==> config.mk <==
export PLATFORM = sky130hd
export DESIGN_NAME = opregister_arbiter
export DESIGN_NICKNAME = d
export VERILOG_FILES = /design/src/rtl/opregister_arbiter_pkg.sv /design/src/rtl/opregister_arbiter_rr.sv /design/src/rtl/opregister_arbiter.sv
export SDC_FILE = /design/constraint.sdc
export NUM_CORES = 1
export LEC_CHECK = 0
export CAP_MARGIN = 20
export CORE_MARGIN = 1
export CORE_UTILIZATION = 39
export CTS_CLUSTER_DIAMETER = 40
export DETAILED_ROUTE_END_ITERATION = 7
export PLACE_DENSITY = 0.78
export SLEW_MARGIN = 10
export SYNTH_ARGS = -nofsm -noshare
export SYNTH_HDL_FRONTEND = slang
export SYNTH_SLANG_ARGS = --single-unit
export TNS_END_PERCENT = 1
==> constraint.sdc <==
create_clock -name i_w_clk -period 2 [get_ports i_w_clk]
set_clock_uncertainty 0.2 [all_clocks]
set_input_delay 0.2 -clock i_w_clk [delete_from_list [all_inputs] [get_ports i_w_clk]]
set_output_delay 0.2 -clock i_w_clk [all_outputs]
set_load 0.05 [all_outputs]
==> src/rtl/opregister_arbiter_pkg.sv <==
// Shared definitions for the opregister arbiter: FSM state encoding,
// requester index constants, command encoding and a one-hot helper.
package opregister_arbiter_pkg;

  typedef enum logic [1:0] {
    S_IDLE  = 2'd0,
    S_WRITE = 2'd1,
    S_READ  = 2'd2,
    S_RESP  = 2'd3
  } state_t;

  localparam logic REQ0 = 1'b0;
  localparam logic REQ1 = 1'b1;

  localparam logic CMD_READ  = 1'b0;
  localparam logic CMD_WRITE = 1'b1;

  // Requester index -> one-hot two-bit vector.
  function automatic logic [1:0] onehot2(input logic idx);
    return (idx == REQ1) ? 2'b10 : 2'b01;
  endfunction

endpackage

==> src/rtl/opregister_arbiter_rr.sv <==
// Combinational two-way round-robin picker.
// Ports:
//   valid     - per-requester request valid
//   pointer   - requester favoured when both are valid
//   grant     - one-hot grant (all zero when nothing is valid)
//   grant_idx - index of the granted requester (REQ0 when none)
module rr_arbiter2
  import opregister_arbiter_pkg::*;
(
  input  logic [1:0] valid,
  input  logic       pointer,
  output logic [1:0] grant,
  output logic       grant_idx
);

  always_comb begin
    grant_idx = REQ0;
    grant     = '0;
    case (valid)
      2'b01:   grant_idx = REQ0;
      2'b10:   grant_idx = REQ1;
      2'b11:   grant_idx = pointer;
      default: grant_idx = REQ0;
    endcase
    if (|valid) grant = onehot2(grant_idx);
  end

endmodule

==> src/rtl/opregister_arbiter.sv <==
// Round-robin arbiter sharing one operation register between two requesters.
// Sequences the register's we/oe/opsel/data pins and returns the register
// value to the granted requester as a one-cycle response pulse.
// Ports:
//   i_w_clk, i_w_reset              - clock, async active-low reset
//   i_w_req_valid / o_w_req_ready   - per-requester request handshake
//   i_w_req_write                   - per-requester command (1 = write-with-op)
//   i_w_req_opsel0/1, i_w_req_data0/1 - per-requester payload
//   o_w_rsp_valid, o_w_rsp_data     - response pulse and register value
//   o_w_we, o_w_oe, o_w_opsel, o_w_data, i_w_reg_out - opregister interface
//   o_w_busy                        - high whenever not idle
module opregister_arbiter
  import opregister_arbiter_pkg::*;
#(
  parameter int WIDTH   = 4,
  parameter int OPSEL_W = 2
) (
  input  logic               i_w_clk,
  input  logic               i_w_reset,
  input  logic [1:0]         i_w_req_valid,
  output logic [1:0]         o_w_req_ready,
  input  logic [1:0]         i_w_req_write,
  input  logic [OPSEL_W-1:0] i_w_req_opsel0,
  input  logic [OPSEL_W-1:0] i_w_req_opsel1,
  input  logic [WIDTH-1:0]   i_w_req_data0,
  input  logic [WIDTH-1:0]   i_w_req_data1,
  output logic [1:0]         o_w_rsp_valid,
  output logic [WIDTH-1:0]   o_w_rsp_data,
  output logic               o_w_we,
  output logic               o_w_oe,
  output logic [OPSEL_W-1:0] o_w_opsel,
  output logic [WIDTH-1:0]   o_w_data,
  input  logic [WIDTH-1:0]   i_w_reg_out,
  output logic               o_w_busy
);

  state_t               state;
  logic                 pointer;
  logic                 owner;
  logic                 write_q;
  logic [OPSEL_W-1:0]   opsel_q;
  logic [WIDTH-1:0]     data_q;
  logic [WIDTH-1:0]     result;

  logic [1:0]           grant;
  logic                 grant_idx;

  rr_arbiter2 u_rr (
    .valid     (i_w_req_valid),
    .pointer   (pointer),
    .grant     (grant),
    .grant_idx (grant_idx)
  );

  always_ff @(posedge i_w_clk or negedge i_w_reset) begin
    if (!i_w_reset) begin
      state   <= S_IDLE;
      pointer <= REQ0;
      owner   <= REQ0;
      write_q <= CMD_READ;
      opsel_q <= '0;
      data_q  <= '0;
      result  <= '0;
    end else begin
      case (state)
        S_IDLE: begin
          if (|i_w_req_valid) begin
            owner   <= grant_idx;
            write_q <= i_w_req_write[grant_idx];
            opsel_q <= (grant_idx == REQ1) ? i_w_req_opsel1 : i_w_req_opsel0;
            data_q  <= (grant_idx == REQ1) ? i_w_req_data1 : i_w_req_data0;
            state   <= (i_w_req_write[grant_idx] == CMD_WRITE) ? S_WRITE : S_READ;
          end
        end
        S_WRITE: state <= S_READ;
        S_READ: begin
          result <= i_w_reg_out;
          state  <= S_RESP;
        end
        S_RESP: begin
          pointer <= ~owner;
          state   <= S_IDLE;
        end
        default: state <= S_IDLE;
      endcase
    end
  end

  // Ready is the only output with a combinational path from inputs, so it is
  // gated by reset directly to keep every output at 0 while reset is held.
  always_comb begin
    o_w_req_ready = '0;
    o_w_rsp_valid = '0;
    o_w_we        = 1'b0;
    o_w_oe        = 1'b0;
    o_w_opsel     = '0;
    o_w_data      = '0;
    o_w_busy      = (state != S_IDLE);
    o_w_rsp_data  = result;
    case (state)
      S_IDLE:  if (i_w_reset) o_w_req_ready = grant;
      S_WRITE: begin
        o_w_we    = 1'b1;
        o_w_opsel = opsel_q;
        o_w_data  = data_q;
      end
      S_READ:  o_w_oe = 1'b1;
      S_RESP:  o_w_rsp_valid = onehot2(owner);
      default: ;
    endcase
  end

endmodule

==> impl_metrics.env <==
export IMPL_netlist_instances=79
export IMPL_grt_total_usage_pct=21.5
export IMPL_first_global_vias=743
export IMPL_finalPower_mw=2.44
export IMPL_hold_viol_final=0
export IMPL_die_area_um2=2220
export IMPL_clk_latency_ns=0.28
export IMPL_start_util_pct=43.5
export IMPL_worstMarginPinSlew_ns=0.493
export IMPL_clock_path_buffers=2
export IMPL_grt_pass1_wl_um=3240
export IMPL_crit_chain="inv_1, ha_4, inv_1, nor3_4, buf_12"
export IMPL_cts_buffers=3
export IMPL_drv_cap=0
export IMPL_synth_area_per_cell_um2=10.0
export IMPL_cts_root_buf="clkbuf_4"
export IMPL_fillers=130
export IMPL_crit_path_end_kind="primary output"
export IMPL_reg2regPathDepth=3
export IMPL_grt_antenna_before_repair=0
export IMPL_arrival_ns=1.56
export IMPL_status="finished clean"
export IMPL_vias=751
export IMPL_hpwl_um=1680
export IMPL_syn_nets=105
export IMPL_drtIter0Drc=14
export IMPL_critPathKind="flop to primary output"
export IMPL_critPathLaunchType="flop"
export IMPL_register_area_um2=350
export IMPL_layout_min_cycle_time_ns=1.96
export IMPL_drc=0
export IMPL_required_ns=1.60
export IMPL_powerDensity_nw_per_um2=1760
export IMPL_synth_largest_area_cell="dfrtp_1"
export IMPL_place_area_um2=1320
export IMPL_hp_class="input pin to asynchronous set/reset pin"
export IMPL_drive_gt1_share_pct=26.8
export IMPL_cts_sinks=14
export IMPL_synth_seq_cells=14
export IMPL_fin_hold_ws_ns=0.116
export IMPL_ys_seq_area_share_pct=44.2
export IMPL_core_um2=1820
export IMPL_port_buffers=38
export IMPL_design_area_um2=1390
export IMPL_clkSlewWorstSetupHoldPaths_ns=0.09
export IMPL_multi_input_area_um2=417
export IMPL_syn2layout_area_growth_pct=75.2
export IMPL_cpPeakStageDelay_ns=0.42
export IMPL_dr_pass1_iters=4
export IMPL_yosysUniqueCellTypes=24
export IMPL_die_h_um=47.1
export IMPL_cts_max_level=1
export IMPL_critPathTopFamily="buffers and inverters"
export IMPL_netlist_area_um2=792
export IMPL_clock_fmax_mhz=510
export IMPL_std_cell_rows=15
export IMPL_cp_num_cells=5
export IMPL_setup_viol=0
export IMPL_finalMaxSlewViolations=0
export IMPL_wl_per_cell_um=13.8
export IMPL_die_w_um=47.1
export IMPL_final_common_cell="clkdlybuf4s50_1"
export IMPL_grt_max_degree=14
export IMPL_ir_worst_vdd_mv=0.925
export IMPL_netlist_top_cells_area="dfrtp_1 44%, mux2_2 7.1%, a31oi_1 6.3%"
export IMPL_synth_warnings=0
export IMPL_slew_headroom_pct=67.0
export IMPL_rsz0062_at_grt="true"
export IMPL_mostFrequentLayoutCells="25 x clkdlybuf4s50_1, 14 x dfrtp_1, 12 x buf_12"
export IMPL_finalCritPeriodShare_pct=98.1
export IMPL_diodes=0
export IMPL_tritoncts="built"
export IMPL_vias_per_cell=5.07
export IMPL_gp_congestion=0.785
export IMPL_crit_buf_inv=3
export IMPL_p_leak_nw=0.584
export IMPL_cp_max_fo=7
export IMPL_wirelength_um=2050
export IMPL_grt_overflow_total=0
export IMPL_cp_slowest_cell="dfrtp_1"
export IMPL_ioPinCount=39
export IMPL_layout_nets=150
export IMPL_path_common_cell="inv_1"
export IMPL_yosysTopAreaCellShare_pct=44.2
export IMPL_final_antenna_net_count=0
registers in the layout, indices dropped and copies added (netlist names):
| signal | flops |
|---|---|
| state | 2 |
| owner | 1 |
| pointer | 1 |
| data_q | 4 |
| opsel_q | 2 |
| o_w_rsp_data | 4 |
metal layers:
| layer | GRT usage, % | vias up | part of all wire (%) |
|---|---|---|---|
| li1 | - | 365 | - |
| met1 | 26.3 | 354 | 43 |
| met2 | 36.7 | 30 | 51 |
| met3 | 5.00 | 2 | 5.4 |
| met4 | 8.57 | 0 | 0.54 |
| met5 | 0 | - | 0 |
logic make-up after synthesis:
kind of cell,synth area share [%]
compound gates,15.2
fa+ha+maj,6.32
buf+inv,6.48
flops,44.2
mux,7.11
simple gates,20.7
path summary, 6_finish.rpt:
| check | from | endpoint | slack [ns] |
|---|---|---|---|
| worst max-delay path | state[1]$_DFFE_PN0P_ | o_w_req_ready[1] | 0.04 |
| worst min-delay path | i_w_reset | state[0]$_DFFE_PN0P_ | 0.12 |
| worst max register to register | state[0]$_DFFE_PN0P_ | o_w_rsp_data[2]$_DFFE_PN0P_ | 0.44 |
| worst min register to register | o_w_rsp_data[3]$_DFFE_PN0P_ | o_w_rsp_data[3]$_DFFE_PN0P_ | 0.31 |
| max in group asynchronous | i_w_reset | opsel_q[0]$_DFFE_PN0P_ | 0.83 |
| min in group i_w_clk | i_w_req_opsel0[1] | opsel_q[1]$_DFFE_PN0P_ | 0.30 |
repair_timing:
action	CTS	global route
gates cloned	0	0
endpoints found under the hold margin	4	0
pin swaps	0	0
hold buffers	1	0
endpoints found under the setup margin	2	7
resized for setup	3	1
buffers inserted	1	0
cells in the mapped netlist:
master    count
nand3_1       6
clkbuf_8      1
o21ai_1       1
buf_8         1
nor3_1        1
o21a_4        1
nor2_1        8
and2_1        7
o22ai_1       1
nand2b_2      1
o21ai_0       5
ha_1          4
nand2_2       1
dfrtp_1      14
nand4b_1      1
a31oi_1       8
and2b_1       1
nand2_1       1
o311ai_1      1
mux2_2        5
and3_2        1
nor2b_1       2
o311a_1       1
inv_1         6
report_power, final:
group	leakage [nW]	internal (mW)	switching [mW]
clock	0.0210	0.111	0.0933
sequential	0.161	0.430	0.0861
combinational	0.402	0.774	0.948
final cells by class:
cell class                      count  area share, %
Inverter                            6           1.62
Sequential cell                    14           25.2
Clock buffer                        4           2.61
Tap cell                           25           2.25
Timing Repair Buffer               42           38.2
Multi-Input combinational cell     57           30.0
stage by stage:
stage / std cells / worst slack, ns / setup TNS [ns] / util [%]
floorplan: 79 / 0.0169 / 0 / -
global placement: 142 / 0.191 / 0 / 72.4
detailed placement: 142 / 0.158 / 0 / 72.4
CTS: 148 / 0.0150 / 0 / 76.1
global route: 148 / -0.0544 / -0.0544 / 76.2
finish: 148 / 0.0381 / 0 / 76.2
Power figures use the tool's default switching activity.
